==> src/rtl/float_addmul_seq.sv <==
// float_addmul_seq: multicycle floating-point add/sub/mul unit with valid/ready handshakes and fixed latency.
// Build option: define FLOAT_ROUND_NEAREST_EN for round-to-nearest-even; otherwise results are truncated.
module float_addmul_seq #(
  parameter int NE = 8,
  parameter int NM = 23
) (
  input  logic             clk_i,
  input  logic             rst_n_i,
  input  logic             op_valid_i,
  output logic             op_ready_o,
  input  logic [1:0]       op_code_i,
  input  logic [NE+NM:0]   op_a_i,
  input  logic [NE+NM:0]   op_b_i,
  output logic             res_valid_o,
  input  logic             res_ready_i,
  output logic [NE+NM:0]   res_o,
  output logic [2:0]       flags_o,
  output logic             busy_o
);
  localparam int W  = NE + NM + 1;
  localparam int MW = NM + 4;
  localparam int EW = NE + 8;
  localparam int PW = 2 * NM + 2;
  localparam int SW = 2 * NM + 4;
  localparam logic signed [EW-1:0] BIAS = EW'((1 << (NE - 1)) - 1);
  localparam logic signed [EW-1:0] EMAX = EW'((1 << NE) - 2);
  localparam logic signed [EW-1:0] EONE = EW'(1);

  typedef enum logic [2:0] {IDLE, ALIGN, EXEC, NORM, ROUND, DONE} state_t;

  state_t                 state_q;
  logic [1:0]             op_q;
  logic [W-1:0]           a_q, b_q, bypRes_q, res_q;
  logic [2:0]             bypFlags_q, flags_q;
  logic                   byp_q, sub_q, sign_q, zero_q;
  logic signed [EW-1:0]   exp_q;
  logic [MW-1:0]          opX_q, opY_q, mag_q;
  logic                   opReady_q, resValid_q, busy_q;

  logic                   sA, sB, aZero, bZero, aBig;
  logic [NE-1:0]          eA, eB, eBig, eSml, diff;
  logic [NM-1:0]          mA, mB, mBig, mSml;
  logic [SW-1:0]          wide;
  logic                   byp_d, sub_d, sign_d;
  logic [W-1:0]           bypRes_d, res_d;
  logic [2:0]             bypFlags_d, flags_d;
  logic signed [EW-1:0]   expAl_d, expNm_d, expR;
  logic [MW-1:0]          opX_d, opY_d, magEx_d, magNm_d;
  logic [PW-1:0]          prod;
  logic [NM-1:0]          mantR;
  int                     lead, shift;
`ifdef FLOAT_ROUND_NEAREST_EN
  logic                   carry;
`endif

  // Operand unpack, zero/reserved bypass, and alignment of the smaller add/sub operand.
  always_comb begin
    sA = a_q[W-1];
    eA = a_q[W-2:NM];
    mA = a_q[NM-1:0];
    sB = b_q[W-1] ^ (op_q == 2'b01);
    eB = b_q[W-2:NM];
    mB = b_q[NM-1:0];
    aZero = (eA == '0);
    bZero = (eB == '0);
    aBig = (a_q[W-2:0] >= b_q[W-2:0]);
    eBig = aBig ? eA : eB;
    eSml = aBig ? eB : eA;
    mBig = aBig ? mA : mB;
    mSml = aBig ? mB : mA;
    diff = eBig - eSml;
    wide = {1'b1, mSml, 1'b0, {(NM+2){1'b0}}} >> diff;
    byp_d = 1'b0;
    bypRes_d = '0;
    bypFlags_d = '0;
    sub_d = sA ^ sB;
    sign_d = aBig ? sA : sB;
    expAl_d = {{(EW-NE){1'b0}}, eBig};
    opX_d = {2'b01, mBig, 2'b00};
    opY_d = (int'(diff) > NM + 2) ? {{(MW-1){1'b0}}, 1'b1}
                                  : {1'b0, wide[SW-1:NM+2], |wide[NM+1:0]};
    case (op_q)
      2'b10: begin
        sign_d = a_q[W-1] ^ b_q[W-1];
        expAl_d = {{(EW-NE){1'b0}}, eA} + {{(EW-NE){1'b0}}, eB} - BIAS;
        opX_d = {3'b000, 1'b1, mA};
        opY_d = {3'b000, 1'b1, mB};
        if (aZero || bZero) begin
          byp_d = 1'b1;
          bypFlags_d = 3'b001;
        end
      end
      2'b11: begin
        byp_d = 1'b1;
        bypRes_d = a_q;
      end
      default: begin
        if (bZero) begin
          byp_d = 1'b1;
          bypRes_d = a_q;
          bypFlags_d = {2'b00, aZero};
        end else if (aZero) begin
          byp_d = 1'b1;
          bypRes_d = {sB, b_q[W-2:0]};
        end
      end
    endcase
  end

  // Product is reduced to the same carry/hidden/mantissa/guard/sticky layout as the adder.
  always_comb begin
    prod = PW'(opX_q[NM:0]) * PW'(opY_q[NM:0]);
    if (op_q == 2'b10)
      magEx_d = {prod[PW-1:NM-1], |prod[NM-2:0]};
    else
      magEx_d = sub_q ? (opX_q - opY_q) : (opX_q + opY_q);
  end

  always_comb begin
    lead = 0;
    for (int i = 0; i < MW - 1; i++)
      if (mag_q[i]) lead = i;
    shift = (MW - 2) - lead;
    if (mag_q[MW-1]) begin
      magNm_d = {1'b0, mag_q[MW-1:2], mag_q[1] | mag_q[0]};
      expNm_d = exp_q + EONE;
    end else begin
      magNm_d = mag_q << shift;
      expNm_d = exp_q - EW'(shift);
    end
  end

  // Rounding, then saturation on overflow and signed zero on underflow.
  always_comb begin
    mantR = mag_q[MW-3:2];
    expR = exp_q;
`ifdef FLOAT_ROUND_NEAREST_EN
    carry = 1'b0;
    if (mag_q[1] & (mag_q[0] | mag_q[2])) begin
      {carry, mantR} = {1'b0, mag_q[MW-3:2]} + {{NM{1'b0}}, 1'b1};
      if (carry) expR = exp_q + EONE;
    end
`endif
    if (byp_q) begin
      res_d = bypRes_q;
      flags_d = bypFlags_q;
    end else if (zero_q) begin
      res_d = '0;
      flags_d = 3'b001;
    end else if (expR > EMAX) begin
      res_d = {sign_q, EMAX[NE-1:0], {NM{1'b1}}};
      flags_d = 3'b100;
    end else if (expR < EONE) begin
      res_d = {sign_q, {(W-1){1'b0}}};
      flags_d = 3'b011;
    end else begin
      res_d = {sign_q, expR[NE-1:0], mantR};
      flags_d = 3'b000;
    end
  end

  always_ff @(posedge clk_i) begin
    if (!rst_n_i) begin
      state_q <= IDLE;
      opReady_q <= 1'b1;
      resValid_q <= 1'b0;
      busy_q <= 1'b0;
      res_q <= '0;
      flags_q <= '0;
    end else begin
      case (state_q)
        IDLE: if (op_valid_i) begin
          op_q <= op_code_i;
          a_q <= op_a_i;
          b_q <= op_b_i;
          opReady_q <= 1'b0;
          busy_q <= 1'b1;
          state_q <= ALIGN;
        end
        ALIGN: begin
          byp_q <= byp_d;
          bypRes_q <= bypRes_d;
          bypFlags_q <= bypFlags_d;
          sub_q <= sub_d;
          sign_q <= sign_d;
          exp_q <= expAl_d;
          opX_q <= opX_d;
          opY_q <= opY_d;
          state_q <= EXEC;
        end
        EXEC: begin
          mag_q <= magEx_d;
          state_q <= NORM;
        end
        NORM: begin
          mag_q <= magNm_d;
          exp_q <= expNm_d;
          zero_q <= (mag_q == '0);
          state_q <= ROUND;
        end
        ROUND: begin
          res_q <= res_d;
          flags_q <= flags_d;
          state_q <= DONE;
        end
        DONE: if (!resValid_q) begin
          resValid_q <= 1'b1;
        end else if (res_ready_i) begin
          resValid_q <= 1'b0;
          opReady_q <= 1'b1;
          busy_q <= 1'b0;
          state_q <= IDLE;
        end
        default: state_q <= IDLE;
      endcase
    end
  end

  assign op_ready_o  = opReady_q;
  assign res_valid_o = resValid_q;
  assign res_o       = res_q;
  assign flags_o     = flags_q;
  assign busy_o      = busy_q;
endmodule

==> config.mk <==
export PLATFORM = sky130hd
export DESIGN_NAME = float_addmul_seq
export DESIGN_NICKNAME = d
export VERILOG_FILES = /design/src/rtl/float_addmul_seq.sv
export SDC_FILE = /design/constraint.sdc
export NUM_CORES = 2
export LEC_CHECK = 0
export ABC_CLOCK_PERIOD_IN_PS = 23800
export CAP_MARGIN = 5
export CORE_MARGIN = 1
export CORE_UTILIZATION = 30
export DETAILED_ROUTE_END_ITERATION = 10
export PLACE_DENSITY = 0.5
export REMOVE_ABC_BUFFERS = 1
export SLEW_MARGIN = 10
export SYNTH_ARGS = -nofsm -noshare
export SYNTH_HDL_FRONTEND = slang
export SYNTH_SLANG_ARGS = --single-unit
==> constraint.sdc <==
create_clock -name clk_i -period 23.8 [get_ports clk_i]
set_clock_uncertainty 0.05 [all_clocks]
set_input_delay 2.38 -clock clk_i [delete_from_list [all_inputs] [get_ports clk_i]]
set_output_delay 2.38 -clock clk_i [all_outputs]
set_load 0.01 [all_outputs]
==> results.sh <==
export IMPL_status="finished, final reports clean"
export IMPL_relSlewSlack=0.262
export IMPL_r2r_end="mag_q[25]"
export IMPL_cp_slowest_stage_delay_ns=0.62
export IMPL_cts_max_level=1
export IMPL_ys_seq_elements=239
export IMPL_placed_area_mm2=0.0384
export IMPL_die_area_mm2=0.120
export IMPL_finalNetCount=4815
export IMPL_worst_slew_pin_slew_ns=1.11
export IMPL_clockBufferDepth=3
export IMPL_worstHoldStart="busy_o"
export IMPL_cts_resized=0
export IMPL_endpoint_kind="register"
export IMPL_track_usage=0.205
export IMPL_synth_edff_count=198
export IMPL_drc_errors=0
export IMPL_async_reset_ff_frac=0
export IMPL_yosys_warnings=0
export IMPL_drv_cap=0
export IMPL_cts_tree="yes"
export IMPL_routabilityCongestion=0.895
export IMPL_wl_per_cell_um=22.3
export IMPL_hold_buffers=0
export IMPL_worst_setup_path_type="reg2reg"
export IMPL_core_mm2=0.118
export IMPL_ys_top_cells_by_count="nand2_1 (591), inv_1 (581), fa_1 (485), ha_1 (268), o21ai_0 (222)"
export IMPL_detail_route_antenna_nets=0
export IMPL_syn_avg_cell_area_um2=8.89
export IMPL_clock_sinks=239
export IMPL_cp_slowest_cell="o22ai_1"
export IMPL_drt_vias_per_instance=5.28
export IMPL_rsz0062_at_grt="false"
export IMPL_crit_required_ns=24.06
export IMPL_first_pass_iters=5
export IMPL_die_w_um=347
export IMPL_wl_mm=124
export IMPL_hold_viol=0
export IMPL_synth_cell_area_mm2=0.0357
export IMPL_antenna_found_initial=4
export IMPL_portBuffers=107
export IMPL_synth_cell_types=88
export IMPL_yosysSeqAreaShare=0.190
export IMPL_finalSetupViolations=0
export IMPL_reg2regPathDepth=26
export IMPL_startpoint_type="register"
export IMPL_final_core_util=0.333
export IMPL_hold_end="busy_o"
export IMPL_maxSlewViolCount=0
export IMPL_cts_root_buf="clkbuf_16"
export IMPL_drtIter0Drc=2608
export IMPL_grt_pass1_vias=30163
export IMPL_finalSetupTns_ns=0
export IMPL_worstPathMaxFanout=27
export IMPL_globalRoute_totalOverflow=0
export IMPL_layout_drive_gt1_share=0.0488
export IMPL_whs_path_depth=2
export IMPL_vias=29283
export IMPL_min_path_type="reg2reg"
export IMPL_timing_fmax_mhz=119
export IMPL_worstPathArrival_ns=8.65
export IMPL_crit_top_cell="fa_1"
export IMPL_grt_pass1_wl_mm=189
export IMPL_synth_ff_type="edfxtp_1"
export IMPL_fp_row_count=126
export IMPL_initial_core_util=0.303
export IMPL_syn_to_final_growth_pct=10.2
export IMPL_dpl_hpwl_mm=91.7
export IMPL_synth_most_common_cell="nand2_1"
export IMPL_clk_latency_ns=0.58
export IMPL_synth_top_area_frac=0.272
export IMPL_cts_setup_buffers=0
export IMPL_ios=108
export IMPL_fin_crit_ns=8.39
export IMPL_clkSlewWorstSetupHoldPaths_ns=0.06
export IMPL_synth_top_area_cell="fa_1"
export IMPL_die_h_um=347
export IMPL_fin_crit_sh=0.353
export IMPL_syn_inst=4013
export IMPL_reg2reg_from="opY_q[9]"
export IMPL_reg2reg_slack_ns=15.41
export IMPL_fin_area_mm2=0.0393
export IMPL_cts_made_buffers=29
export IMPL_grt_max_degree=67
export IMPL_synth_area_leaders="fa_1 (27%), edfxtp_1 (17%), ha_1 (9.4%)"
[critical path, delay by kind of cell (launching register included)]
kind                       cells  cell delay (ns)
and+or+nand+nor                5             1.02
buffers and inverters          4             0.54
adders and majority gates      8             4.04
DFF                            1             0.32
AOI/OAI and AO/OA              9             2.11
[cells by family (layout without fill, tap and decap cells)]
logic type      after synthesis  after routing  share of synthesized area
other cells                   0              1                          0
flops                       239            239                      0.190
xor+xnor                    107            107                     0.0263
compound gates              755            755                      0.132
buf+inv                     824            824                     0.0876
fa+ha+maj                   753            753                      0.366
simple gates               1226           1226                      0.160
mux                         109            109                     0.0389
[placed cells by master (no fill, tap or decap), types with 44 or more instances in the layout]
| cell | instances |
|---|---|
| inv_1 | 580 |
| a21oi_1 | 218 |
| nand2_1 | 591 |
| edfxtp_1 | 198 |
| nand3_1 | 51 |
| and2_1 | 200 |
| ha_1 | 268 |
| o21ai_0 | 222 |
| nor2_1 | 177 |
| xnor2_1 | 73 |
| fa_1 | 485 |
| a21o_1 | 44 |
| buf_4 | 80 |
| mux2i_1 | 70 |
| clkdlybuf4s50_1 | 107 |
[layout make-up]
| cell class | count | area (um2) |
|---|---|---|
| Inverter | 585 | 2200 |
| Fill cell | 12315 | 78600 |
| Clock inverter | 15 | 128 |
| Clock buffer | 37 | 787 |
| Sequential cell | 239 | 6770 |
| Tap cell | 1536 | 1920 |
| Timing Repair Buffer | 187 | 1670 |
| Multi-Input combinational cell | 2950 | 25900 |
| Antenna cell | 1 | 2.50 |
[per-stage QoR]
step                      hold slack, ns  cells  worst slack (ns)
final                              0.429   5550             15.41
after global routing               0.459   5549             14.99
after CTS                          0.435   5549             15.44
after detailed placement           0.415   5497             15.49
after global placement             0.412   5497             15.52
after floorplan                    0.435   3774             16.16
[worst max-delay path by stage]
stage / from / end / cells past startpoint
3_5_place_dp: opY_q[8] / mag_q[25] / 27
2_1_floorplan: rst_n_i / bypFlags_q[0] / 3
6_report: opY_q[9] / mag_q[25] / 26
3_3_place_gp: opY_q[8] / mag_q[25] / 27
4_1_cts: opY_q[8] / mag_q[25] / 27
5_1_grt: opY_q[8] / mag_q[23] / 26
[registers in the layout, indices dropped and copies added, names as in the netlist, 2 cells and up]
register	cells
a_q	32
b_q	32
bypRes_q	32
expR	16
flags_o	3
mag_q	27
opX_q	26
opY_q	26
op_q	2
res_o	32
state_q	3
[routing by layer]
metal,track usage,up-vias,share of wire
met3,0.0243,167,0.066
met4,0.0571,0,0.029
li1,-,13192,-
met5,0,-,0
met1,0.279,14892,0.43
met2,0.342,1032,0.47
Power is left out: the tool's default activity adds up to more than one toggle a clock period on the data nets, which glitch-free logic cannot reach.
